### config.mk
export PLATFORM = sky130hd
export DESIGN_NAME = amo_arbiter
export DESIGN_NICKNAME = d
export VERILOG_FILES = /design/src/rtl/amo_arbiter_pkg.sv /design/src/rtl/amo_arbiter_rr_pick.sv /design/src/rtl/amo_arbiter.sv
export SDC_FILE = /design/constraint.sdc
export NUM_CORES = 1
export LEC_CHECK = 0
export BUFFER_PORTS_ARGS = -buffer_cell sky130_fd_sc_hd__buf_2
export CAP_MARGIN = 20
export CORE_AREA = 4 4 200 202
export DETAILED_ROUTE_END_ITERATION = 16
export DIE_AREA = 0 0 204 206
export PLACE_DENSITY = 0.45
export SLEW_MARGIN = 20
export SYNTH_ARGS = -nofsm -noshare
export SYNTH_HDL_FRONTEND = slang
export SYNTH_SLANG_ARGS = --single-unit
### constraint.sdc
create_clock -name clk_i -period 3.9 [get_ports clk_i]
set_input_delay 0.78 -clock clk_i [delete_from_list [all_inputs] [get_ports clk_i]]
set_output_delay 0.78 -clock clk_i [all_outputs]
set_load 0.01 [all_outputs]
### src/rtl/amo_arbiter_pkg.sv
// Shared types for the AMO port arbiter: AMO opcodes, the dcache AMO request and
// response structs, and the arbiter state encoding.
package amo_arbiter_pkg;

    localparam int unsigned AMO_XLEN = 64;

    typedef enum logic [3:0] {
        AMO_NONE = 4'b0000,
        AMO_LR   = 4'b0001,
        AMO_SC   = 4'b0010,
        AMO_SWAP = 4'b0011,
        AMO_ADD  = 4'b0100,
        AMO_AND  = 4'b0101,
        AMO_OR   = 4'b0110,
        AMO_XOR  = 4'b0111,
        AMO_MAX  = 4'b1000,
        AMO_MAXU = 4'b1001,
        AMO_MIN  = 4'b1010,
        AMO_MINU = 4'b1011,
        AMO_CAS1 = 4'b1100,
        AMO_CAS2 = 4'b1101
    } amo_t;

    typedef struct packed {
        logic                req;
        amo_t                amo_op;
        logic [1:0]          size;
        logic [AMO_XLEN-1:0] operand_a;
        logic [AMO_XLEN-1:0] operand_b;
    } amo_req_t;

    typedef struct packed {
        logic                ack;
        logic [AMO_XLEN-1:0] result;
    } amo_resp_t;

    typedef enum logic [1:0] {
        IDLE,
        DRAIN,
        REQ
    } amo_arb_state_e;

    // Index width that stays legal (>=1 bit) even for a single requester.
    function automatic int unsigned idx_width(input int unsigned n);
        return (n > 1) ? $clog2(n) : 1;
    endfunction

endpackage

### src/rtl/amo_arbiter_rr_pick.sv
// Combinational round-robin selector: picks the first valid index at or after
// the pointer, wrapping around, and returns it both one-hot and encoded.
module amo_arbiter_rr_pick
    import amo_arbiter_pkg::*;
#(
    parameter  int unsigned NUM_REQ = 2,
    localparam int unsigned IDXW    = idx_width(NUM_REQ)
) (
    input  logic [NUM_REQ-1:0] valid,
    input  logic [IDXW-1:0]    ptr,
    output logic [NUM_REQ-1:0] grant,
    output logic [IDXW-1:0]    idx,
    output logic               any_valid
);

    localparam logic [IDXW:0] N_W = (IDXW+1)'(NUM_REQ);

    logic [IDXW:0]   sum  [NUM_REQ];
    logic [IDXW-1:0] cand [NUM_REQ];

    // cand[k] is the requester k positions after the pointer; ptr < NUM_REQ
    // keeps the sum below 2*NUM_REQ, so one conditional subtract wraps it.
    for (genvar gi = 0; gi < NUM_REQ; gi++) begin : g_cand
        assign sum[gi]  = {1'b0, ptr} + (IDXW+1)'(gi);
        assign cand[gi] = (sum[gi] >= N_W) ? IDXW'(sum[gi] - N_W) : sum[gi][IDXW-1:0];
    end

    always_comb begin
        idx       = '0;
        any_valid = 1'b0;
        for (int k = int'(NUM_REQ) - 1; k >= 0; k--) begin
            if (valid[cand[k]]) begin
                idx       = cand[k];
                any_valid = 1'b1;
            end
        end
    end

    for (genvar gi = 0; gi < NUM_REQ; gi++) begin : g_grant
        assign grant[gi] = any_valid && (idx == IDXW'(gi));
    end

endmodule

### src/rtl/amo_arbiter.sv
// Shares the dcache AMO port between NUM_REQ requesters with round-robin grant,
// store-buffer drain gating and a single outstanding AMO at a time.
module amo_arbiter
    import amo_arbiter_pkg::*;
#(
    parameter int unsigned NUM_REQ = 2,
    parameter int unsigned XLEN    = 64,
    parameter int unsigned PLEN    = 56
) (
    input  logic                    clk_i,
    input  logic                    rst_ni,
    input  logic                    flush_i,
    input  logic [NUM_REQ-1:0]      req_valid_i,
    output logic [NUM_REQ-1:0]      req_ready_o,
    input  logic [NUM_REQ*4-1:0]    req_op_i,
    input  logic [NUM_REQ*PLEN-1:0] req_addr_i,
    input  logic [NUM_REQ*XLEN-1:0] req_data_i,
    input  logic [NUM_REQ*2-1:0]    req_size_i,
    output logic [NUM_REQ-1:0]      resp_valid_o,
    output logic [XLEN-1:0]         resp_result_o,
    input  logic                    no_st_pending_i,
    output amo_req_t                amo_req_o,
    input  amo_resp_t               amo_resp_i
);

    localparam int unsigned     IDXW     = idx_width(NUM_REQ);
    localparam logic [IDXW-1:0] LAST_IDX = IDXW'(NUM_REQ - 1);

    amo_t            op_arr   [NUM_REQ];
    logic [PLEN-1:0] addr_arr [NUM_REQ];
    logic [XLEN-1:0] data_arr [NUM_REQ];
    logic [1:0]      size_arr [NUM_REQ];

    for (genvar gi = 0; gi < NUM_REQ; gi++) begin : g_unpack
        assign op_arr[gi]   = amo_t'(req_op_i[gi*4 +: 4]);
        assign addr_arr[gi] = req_addr_i[gi*PLEN +: PLEN];
        assign data_arr[gi] = req_data_i[gi*XLEN +: XLEN];
        assign size_arr[gi] = req_size_i[gi*2 +: 2];
    end

    amo_arb_state_e  state_reg;
    logic [IDXW-1:0] ptr_reg;
    logic [IDXW-1:0] owner_reg;
    amo_t            op_reg;
    logic [PLEN-1:0] addr_reg;
    logic [XLEN-1:0] data_reg;
    logic [1:0]      size_reg;
    logic            drop_reg;

    logic [NUM_REQ-1:0] pick_grant;
    logic [IDXW-1:0]    pick_idx;
    logic               pick_any;

    amo_arbiter_rr_pick #(
        .NUM_REQ (NUM_REQ)
    ) u_rr_pick (
        .valid     (req_valid_i),
        .ptr       (ptr_reg),
        .grant     (pick_grant),
        .idx       (pick_idx),
        .any_valid (pick_any)
    );

    logic grant_now;
    logic none_resp;
    logic ack_resp;
    logic resp_fire;

    assign grant_now = (state_reg == IDLE) && pick_any && !flush_i;
    // An AMO_NONE never reaches the cache; it is answered with zero while draining.
    assign none_resp = (state_reg == DRAIN) && (op_reg == AMO_NONE) && !flush_i;
    // A flush on the ack cycle itself suppresses the response just like drop_reg.
    assign ack_resp  = (state_reg == REQ) && amo_resp_i.ack && !drop_reg && !flush_i;
    assign resp_fire = none_resp || ack_resp;

    always_ff @(posedge clk_i or negedge rst_ni) begin
        if (!rst_ni) begin
            state_reg <= IDLE;
            ptr_reg   <= '0;
            owner_reg <= '0;
            op_reg    <= AMO_NONE;
            addr_reg  <= '0;
            data_reg  <= '0;
            size_reg  <= '0;
            drop_reg  <= 1'b0;
        end else begin
            case (state_reg)
                IDLE: begin
                    if (grant_now) begin
                        owner_reg <= pick_idx;
                        op_reg    <= op_arr[pick_idx];
                        addr_reg  <= addr_arr[pick_idx];
                        data_reg  <= data_arr[pick_idx];
                        size_reg  <= size_arr[pick_idx];
                        ptr_reg   <= (pick_idx == LAST_IDX) ? '0 : pick_idx + 1'b1;
                        state_reg <= DRAIN;
                    end
                end
                DRAIN: begin
                    if (flush_i || op_reg == AMO_NONE) begin
                        state_reg <= IDLE;
                    end else if (no_st_pending_i) begin
                        drop_reg  <= 1'b0;
                        state_reg <= REQ;
                    end
                end
                REQ: begin
                    // The cache cannot cancel, so a flush only marks the result as unwanted.
                    if (flush_i) begin
                        drop_reg <= 1'b1;
                    end
                    if (amo_resp_i.ack) begin
                        drop_reg  <= 1'b0;
                        state_reg <= IDLE;
                    end
                end
                default: state_reg <= IDLE;
            endcase
        end
    end

    always_comb begin
        req_ready_o = grant_now ? pick_grant : '0;
    end

    for (genvar gi = 0; gi < NUM_REQ; gi++) begin : g_resp
        assign resp_valid_o[gi] = resp_fire && (owner_reg == IDXW'(gi));
    end

    assign resp_result_o = ack_resp ? XLEN'(amo_resp_i.result) : '0;

    always_comb begin
        amo_req_o        = '0;
        amo_req_o.amo_op = AMO_NONE;
        if (state_reg == REQ) begin
            amo_req_o.req       = 1'b1;
            amo_req_o.amo_op    = op_reg;
            amo_req_o.size      = size_reg;
            amo_req_o.operand_a = AMO_XLEN'(addr_reg);
            amo_req_o.operand_b = AMO_XLEN'(data_reg);
        end
    end

`ifndef SYNTHESIS
    ack_only_in_req: assert property (@(posedge clk_i) disable iff (!rst_ni)
        amo_resp_i.ack |-> (state_reg == REQ));
`endif

endmodule

==> results_dict.tcl, run 1 <==
set metrics [dict create \
    drive_above_1_share 0.461 \
    synthMostInstantiatedCell "dfrtp_1" \
    timing.critical_path.fanout_max 53 \
    grt.overflow.total 0 \
    cts-buffers-inserted 17 \
    drv_slew 0 \
    number_of_warning_messages_in_the_yosys_log 0 \
    maximum_number_of_pins_on_one_net_before_global_route_repair 128 \
    initial_utilization 0.199 \
    ant_nets 0 \
    yosys-top-cells-count "dfrtp_1 (131), nand2_1 (128), a221o_1 (126), and2_1 (126), nor3_1 (100)" \
    cp_top_family "buffers and inverters" \
    unrepaired_setup_endpoints_after_global_routing "no" \
    post-cts-setup-buffer-count 0 \
    startpoint_type "register" \
    cts-resized-gates 0 \
    fin_skew_ps 13.4 \
    die-height_microns 206 \
    setup_violations 0 \
    design.die.area_sq_um 42000 \
    total_power_uw 5650 \
    dieWidth_microns 204 \
    synth_async_sr_flop_share 1.00 \
    num_rows 72 \
    fin_tns_setup_ps 0 \
    core_area_sq_um 38300 \
    number_of_global_route_vias_before_repair 8575 \
    critPathBufInv 3 \
    fill_cells 4172 \
    cts-htree-levels 4 \
    endpoint_kind "output port" \
    cp_data_arrival_time_ps 2280 \
    run_status "finished, final reports clean" \
    final_nets 1603 \
    worst_ep_required_time_ps 3120 \
    place.port_buffers 517 \
    yosys.area.top_type "dfrtp_1" \
    worst_slew_margin_rel 0.476 \
    cell_area_synth_sq_um 7620 \
    synth.area.top_cells "dfrtp_1 (43%), a221o_1 (17%), and2_1 (10%), nor3_1 (6.6%), nand2_1 (6.3%)" \
    final_period_minus_worst_setup_slack_ps 3060 \
    place_hpwl_microns 26900 \
    cp_cell_sequence "nand2b_1, inv_4, buf_4, and2_1, buf_2" \
    clk_root_buffer_cell "clkbuf_16" \
    total_leakage_power_uw 0.00608 \
    post-route-util 0.296 \
    hold_viol_final 0 \
    detail_routed_net_length_per_standard_cell_microns 21.1 \
    postSynthRegisterBits 131 \
    drt_pre_antenna_iters 7 \
    grt_first_pass_wirelength_microns 55100 \
    post_cts_hold_buffer_count 0 \
    timing.final.crit_share 0.786 \
    worst_slew_pin_slew_ps 786 \
    routed-via-count 8530 \
    cellPowerDensity_nw_per_um2 499 \
    wirelength_microns 38400 \
    maximum_number_of_buffers_from_clock_root_to_sink 2 \
    largest_register_ffs 64 \
    achievable-frequency_mhz 326 \
    synthCells 832 \
    clk_transition_reported_paths_ps 60 \
    viasPerCell 4.69 \
    path_class "reg2out" \
    clock_tree_from_tritoncts "built" \
    seq_area_frac_synth 0.430 \
    max-cap-violations 0 \
    worstHoldPathType "in2async" \
    initial_antenna_violation_count 20 \
    synth_enable_flop_cells 0 \
    synth_top_area_share 0.430 \
    finalWeightedCongestion 0.807 \
    syn_to_final_growth_pct 48.5 \
    violation_count_after_the_first_detailed_route_iteration 522 \
    worst_skew_pair.late_latency_ps 430 \
    critPathSlowestCell "dfrtp_1" \
    peak_per_stage_delay_on_the_critical_path_ps 410 \
    global_route_usage_over_all_layers 0.173 \
    detail_route.drc_violations 0 \
    ir_worst_vdd_v 0.000224 \
    ff_latch_area_sq_um 3280 \
    numClockSinks 131 \
    dominantRegCellSynth "dfrtp_1" \
    post_synth.cell_area_avg_sq_um 9.16 \
    ys_types 27 \
    boundaryPins 526 \
    multi_input_comb_area_sq_um 3920 \
]
==> placed cells by master, fill, tap and decap left out, types with 2 or more instances in the layout <==
master,netlist,layout
buf_2,10,515
dfrtp_1,131,131
nand2_1,128,128
and2_1,126,126
a221o_1,126,126
nor3_1,100,100
and3_1,65,64
nor3_2,29,29
clkbuf_16,0,17
diode_2,0,8
conb_1,1,8
buf_12,0,7
clkinv_4,0,5
bufinv_16,0,5
buf_4,10,5
clkbuf_8,0,4
nand2b_1,2,2
nor2_1,2,2
a21o_1,2,2
==> cell families after synthesis <==
kind of cell,Yosys count,share of synthesized area
other cells,1,0.000492
buf+inv,108,0.0637
simple gates,459,0.334
flops,131,0.430
compound gates,133,0.172
==> layout make-up <==
| cell class | count | share of cell area |
|---|---|---|
| Antenna cell | 8 | 0.00177 |
| Timing Repair Buffer | 528 | 0.244 |
| Sequential cell | 131 | 0.290 |
| Clock inverter | 11 | 0.0176 |
| Tap cell | 518 | 0.0573 |
| Multi-Input combinational cell | 600 | 0.346 |
| Clock buffer | 21 | 0.0424 |
| Inverter | 2 | 0.000884 |
==> metal layers <==
layer	up-vias	wire length (microns)	global-route usage
li1	3915	-	-
met2	403	19700	0.309
met5	-	156	0
met4	24	1130	0.0684
met1	4118	14400	0.194
met3	70	2960	0.0477
==> power by group <==
part           internal (uW)  switching [uW]
clock                   1210             688
combinational            737             840
sequential              1870             303
total                   3820            1830
==> path summary, 6_finish.rpt <==
path	end	slack, ps	from	cells past startpoint
max reg2reg	addr_reg[10]$_DFFE_PN0P_	1730	state_reg[0]$_DFFE_PN0P_	4
min in group clk_i	data_reg[26]$_DFFE_PN0P_	500	data_reg[26]$_DFFE_PN0P_	1
max in group asynchronous	addr_reg[48]$_DFFE_PN0P_	2770	rst_ni	2
max	amo_req_o[3]	840	state_reg[0]$_DFFE_PN0P_	5
min reg2reg	data_reg[26]$_DFFE_PN0P_	500	data_reg[26]$_DFFE_PN0P_	1
min	addr_reg[53]$_DFFE_PN0P_	360	rst_ni	1
==> metrics by stage <==
step | setup slack, ps | area [sq um] | hold slack (ps) | cells
finish | 836 | 11300 | 359 | 1819
global route | 661 | 11300 | 399 | 1819
CTS | 803 | 11300 | 380 | 1811
detailed placement | 1040 | 10600 | 487 | 1779
global placement | 1080 | 10600 | 487 | 1779
floorplan | 1330 | 7650 | 465 | 839
Note: power is estimated with default switching activity, not from simulation.
==> run 2, diff against run 1 <==
--- a/config.mk
+++ b/config.mk
@@ -7,9 +7,9 @@
 export LEC_CHECK = 0
 export BUFFER_PORTS_ARGS = -buffer_cell sky130_fd_sc_hd__buf_2
 export CAP_MARGIN = 20
-export CORE_AREA = 4 4 200 202
+export CORE_AREA = 4 4 202 204
 export DETAILED_ROUTE_END_ITERATION = 16
-export DIE_AREA = 0 0 204 206
+export DIE_AREA = 0 0 206 208
 export PLACE_DENSITY = 0.45
 export SLEW_MARGIN = 20
 export SYNTH_ARGS = -nofsm -noshare
==> constraint.sdc (replaced) <==
create_clock -name clk_i -period 2.8 [get_ports clk_i]
set_input_delay 0.56 -clock clk_i [delete_from_list [all_inputs] [get_ports clk_i]]
set_output_delay 0.56 -clock clk_i [all_outputs]
set_load 0.01 [all_outputs]
==> results_dict.tcl, run 2 (synthesis results as in run 1) <==
set metrics [dict create \
    drt_pre_antenna_iters 5 \
    ff2ff_setup_slack_ps 800 \
    timing.final.crit_share 0.941 \
    ir_worst_vdd_v 0.000295 \
    worst_ep_required_time_ps 2240 \
    fin_skew_ps 4.89 \
    worst_slew_pin_slew_ps 962 \
    finalWeightedCongestion 0.793 \
    routed-via-count 8485 \
    timing.critical_path.fanout_max 92 \
    fill_cells 4286 \
    met2WireLength_microns 19300 \
    layout.cells.most_common_list "buf_2 (515), dfrtp_1 (131), nand2_1 (128)" \
    final_period_minus_worst_setup_slack_ps 2630 \
    core_area_sq_um 39300 \
    post_cts_hold_buffer_count 0 \
    cp_data_arrival_time_ps 2070 \
    final_nets 1614 \
    cellPowerDensity_nw_per_um2 666 \
    cts-buffers-inserted 17 \
    number_of_global_route_vias_before_repair 8680 \
    wirelength_microns 37900 \
    initial_utilization 0.194 \
    grt.overflow.total 0 \
    worst_skew_pair.late_latency_ps 430 \
    drive_above_1_share 0.464 \
    drv_slew 0 \
    unrepaired_setup_endpoints_after_global_routing "no" \
    design.die.area_sq_um 42800 \
    syn_to_final_growth_pct 48.6 \
    run_status "finished, final reports clean" \
    dpl.cell_count 1797 \
    r2r_cells 4 \
    worst_slew_margin_rel 0.358 \
    path_class "reg2out" \
    fin_tns_setup_ps 0 \
    largest_register_ffs 64 \
    num_rows 73 \
    clk_transition_reported_paths_ps 60 \
    setup.worst_path.start "state_reg[0]$_DFFE_PN0P_" \
    achievable-frequency_mhz 380 \
    grt_first_pass_wirelength_microns 54900 \
    place_hpwl_microns 27800 \
    worstHoldPathType "in2async" \
    post-cts-setup-buffer-count 0 \
    post-route-util 0.288 \
    wl_met1_microns 14600 \
    commonest_non_fill_non_tap_cell_in_the_layout "buf_2" \
    die-height_microns 208 \
    place.port_buffers 517 \
    ant_nets 0 \
    topRoutingLayerUsed "met5" \
    total_power_uw 7540 \
    hold_viol_final 0 \
    cts-htree-levels 4 \
    maximum_number_of_buffers_from_clock_root_to_sink 2 \
    critPathSlowestCell "dfrtp_1" \
    cp_top_family "buffers and inverters" \
    met3_length_microns 2780 \
    peak_per_stage_delay_on_the_critical_path_ps 410 \
    boundaryPins 526 \
    clk_root_buffer_cell "clkbuf_16" \
    violation_count_after_the_first_detailed_route_iteration 523 \
    maximum_number_of_pins_on_one_net_before_global_route_repair 93 \
    detail_route.drc_violations 0 \
    viasPerCell 4.62 \
    clock_tree_from_tritoncts "built" \
    post_layout_instance_count_excluding_filler_cells 1836 \
    worst_r2r_startpoint "state_reg[1]$_DFFE_PN0P_" \
    global_route_usage_over_all_layers 0.168 \
    max-cap-violations 0 \
    timing.rr.end "data_reg[14]$_DFFE_PN0P_" \
    numClockSinks 131 \
    initial_antenna_violation_count 15 \
    detail_routed_net_length_per_standard_cell_microns 20.6 \
    total_leakage_power_uw 0.00609 \
    setup_violations 0 \
    endpoint_kind "output port" \
    startpoint_type "register" \
    cts-resized-gates 0 \
    cp_cell_sequence "nand2b_1, inv_6, buf_12, and2_1, buf_2" \
    dieWidth_microns 206 \
    critPathBufInv 3 \
]
run 2: cell types whose count changed in the layout (fill, tap and decap cells not counted):
cell | before | now
buf_4 | 5 | 15
clkinv_4 | 5 | 0
clkinv_2 | 1 | 5
bufinv_16 | 5 | 2
clkinvlp_4 | 0 | 3
buf_12 | 7 | 8
clkbuf_1 | 0 | 1
clkbuf_8 | 4 | 3
inv_4 | 1 | 0
inv_6 | 0 | 1
run 2: cell type report:
cell class | count | area (sq um) | area share
Tap cell | 525 | 657 | 0.0580
Multi-Input combinational cell | 600 | 3920 | 0.346
Clock inverter | 10 | 108 | 0.00950
Sequential cell | 131 | 3280 | 0.289
Antenna cell | 8 | 20.0 | 0.00177
Clock buffer | 21 | 470 | 0.0415
Inverter | 2 | 12.5 | 0.00110
Timing Repair Buffer | 539 | 2860 | 0.253
run 2: how the worst max path moves through the flow:
stage	end	slack, ps	cells after the start
floorplan	req_ready_o[1]	670	5
global placement	req_ready_o[0]	480	4
detailed placement	req_ready_o[0]	520	4
CTS	amo_req_o[90]	80	5
global route	amo_req_o[74]	30	5
finish	amo_req_o[84]	170	5
run 2: routing by layer:
layer | global-route usage | up-vias
met5 | 0 | -
li1 | - | 3948
met1 | 0.189 | 4111
met4 | 0.0631 | 14
met3 | 0.0455 | 61
met2 | 0.299 | 351
run 2: power by group:
part           switching [uW]  total (uW)  internal, uW  leakage (uW)
clock network             893        2260          1370      0.000281
registers                 419        3030          2610       0.00162
logic                    1190        2250          1060       0.00418
run 2: per-stage QoR:
step | cell area (sq um) | hold WS, ps | setup WS [ps]
after global placement | 10700 | 487 | 482
after floorplan | 7650 | 264 | 667
after detailed placement | 10700 | 486 | 523
final | 11300 | 70.0 | 166
after CTS | 11300 | 61.3 | 79.9
after global routing | 11300 | 82.2 | 29.1
run 2: worst register-to-register path: cells and delay by family (launching register included):
kind / cells / cell delay (ps)
and+or+nand+nor: 2 / 470
buffers and inverters: 1 / 690
AOI/OAI and AO/OA: 1 / 300
DFF: 1 / 420
==> run 3, diff against run 2 <==
--- a/config.mk
+++ b/config.mk
@@ -5,12 +5,13 @@
 export SDC_FILE = /design/constraint.sdc
 export NUM_CORES = 1
 export LEC_CHECK = 0
-export BUFFER_PORTS_ARGS = -buffer_cell sky130_fd_sc_hd__buf_2
 export CAP_MARGIN = 20
 export CORE_AREA = 4 4 202 204
+export CTS_BUF_LIST = sky130_fd_sc_hd__clkbuf_2 sky130_fd_sc_hd__clkbuf_4 sky130_fd_sc_hd__clkbuf_8
 export DETAILED_ROUTE_END_ITERATION = 16
 export DIE_AREA = 0 0 206 208
-export PLACE_DENSITY = 0.45
+export DONT_BUFFER_PORTS = 1
+export PLACE_DENSITY = 0.32
 export SLEW_MARGIN = 20
 export SYNTH_ARGS = -nofsm -noshare
 export SYNTH_HDL_FRONTEND = slang
==> constraint.sdc (replaced) <==
create_clock -name clk_i -period 3 [get_ports clk_i]
set_input_delay 0.6 -clock clk_i [delete_from_list [all_inputs] [get_ports clk_i]]
set_output_delay 0.6 -clock clk_i [all_outputs]
set_load 0.01 [all_outputs]
==> results_dict.tcl, run 3 (synthesis results as in run 1) <==
set metrics [dict create \
    max-cap-violations 0 \
    run_status "finished with violations" \
    cp_data_arrival_time_ps 2000 \
    drt_pre_antenna_iters 7 \
    viasPerCell 5.07 \
    setup_violations 0 \
    dpl.cell_count 1272 \
    cp_cell_sequence "nand2b_1, inv_4, buf_12, and2_1" \
    drive_above_1_share 0.101 \
    final_nets 1089 \
    num_rows 73 \
    place_hpwl_microns 24800 \
    worstHoldPathType "in2async" \
    total_leakage_power_uw 0.00359 \
    worst_ep_required_time_ps 2400 \
    routed-via-count 6619 \
    layout_setup_ws_ps 403 \
    cp_top_family "simple AND/OR/NAND/NOR gates" \
    critPathSlowestCell "dfrtp_1" \
    design.die.area_sq_um 42800 \
    boundaryPins 526 \
    drv_slew 0 \
    die-height_microns 208 \
    ir_worst_vdd_v 0.000288 \
    cts-htree-levels 4 \
    numClockSinks 131 \
    maximum_number_of_pins_on_one_net_before_global_route_repair 132 \
    ant_nets 0 \
    finalWeightedCongestion 0.812 \
    hold_viol_final 131 \
    violation_count_after_the_first_detailed_route_iteration 606 \
    startpoint_type "register" \
    critPathBufInv 2 \
    initial_utilization 0.194 \
    commonest_non_fill_non_tap_cell_in_the_layout "dfrtp_1" \
    unrepaired_setup_endpoints_after_global_routing "no" \
    global_route_usage_over_all_layers 0.160 \
    dieWidth_microns 206 \
    fin_tns_setup_ps 0 \
    core_area_sq_um 39300 \
    clk_root_buffer_cell "clkbuf_8" \
    worst_slew_pin_slew_ps 1060 \
    worst_r2r_startpoint "state_reg[1]$_DFFE_PN0P_" \
    layout.cells.most_common_list "dfrtp_1 (131), nand2_1 (128), and2_1 (126), a221o_1 (126), nor3_1 (100)" \
    detail_route.drc_violations 0 \
    setup.worst_path.start "state_reg[0]$_DFFE_PN0P_" \
    place.port_buffers 0 \
    number_of_global_route_vias_before_repair 6737 \
    clock_tree_from_tritoncts "built" \
    post-cts-setup-buffer-count 0 \
    detail_routed_net_length_per_standard_cell_microns 27.7 \
    worst_skew_pair.late_latency_ps 470 \
    post-place-ws_ps 449 \
    peak_per_stage_delay_on_the_critical_path_ps 410 \
    cts-buffers-inserted 17 \
    cellPowerDensity_nw_per_um2 721 \
    cts-resized-gates 0 \
    grt_first_pass_wirelength_microns 50600 \
    grt.overflow.total 0 \
    wirelength_microns 36200 \
    path_class "reg2out" \
    largest_register_ffs 64 \
    worst_slew_margin_rel 0.297 \
    timing.critical_path.fanout_max 93 \
    post_layout_instance_count_excluding_filler_cells 1306 \
    endpoint_kind "output port" \
    maximum_number_of_buffers_from_clock_root_to_sink 2 \
    violations "hold timing" \
    achievable-frequency_mhz 385 \
    total_power_uw 6060 \
    hold_ws_ps -190 \
    final_period_minus_worst_setup_slack_ps 2600 \
    timing.final.crit_share 0.866 \
    clk_transition_reported_paths_ps 80 \
    initial_antenna_violation_count 12 \
    syn_to_final_growth_pct 10.3 \
    fin_skew_ps 6.85 \
]
-- run 3: changes by cell type in the layout (fill, tap and decap cells not counted), moves of 2 or more --
cell        delta
clkbuf_8      +16
buf_4          -6
buf_2        -515
clkbuf_16     -17
diode_2        -2
clkbuf_4       +2
clkinvlp_4     -3
buf_12         -3
-- run 3: final cells by class --
cell class	instances	area, sq um
Fill cell	4337	30900
Tap cell	525	657
Antenna cell	6	15.0
Sequential cell	131	3280
Multi-Input combinational cell	600	3920
Clock inverter	7	85.1
Inverter	2	10.0
Clock buffer	21	277
Timing Repair Buffer	14	168
-- run 3: path summary, 6_finish.rpt --
kind,endpoint,slack [ps],cells after the start
setup reg to reg,addr_reg[33]$_DFFE_PN0P_,590,4
max in group asynchronous,data_reg[44]$_DFFE_PN0P_,2910,0
setup / recovery,amo_req_o[8],400,4
hold reg to reg,owner_reg$_DFFE_PN0P_,500,1
hold / removal,addr_reg[15]$_DFFE_PN0P_,-190,0
min in group clk_i,state_reg[0]$_DFFE_PN0P_,230,1
-- run 3: stage by stage --
| stage | util | instance area (sq um) |
|---|---|---|
| 2_1_floorplan | - | 7650 |
| 3_3_place_gp | 0.204 | 8030 |
| 3_5_place_dp | 0.204 | 8030 |
| 4_1_cts | 0.214 | 8390 |
| 5_1_grt | 0.214 | 8410 |
| 6_report | 0.214 | 8410 |
-- run 3: where the power goes --
group	switching, uW	internal [uW]
clock	771	775
sequential	405	2430
combinational	939	742
total	2110	3950
-- run 3: per-layer routing --
layer	track usage	wire length, microns	vias to the layer above
li1	-	-	2871
met1	0.178	13300	3355
met2	0.284	18900	341
met3	0.0478	2740	50
met4	0.0624	1150	2
met5	0	11	-
-- run 3: worst reg2reg max path: cells and delay by family, from the launching register on --
kind	cells	cell delay, ps
buffers and inverters	1	840
flip-flops	1	420
AO/OA/AOI/OAI	1	310
AND/OR/NAND/NOR	2	720
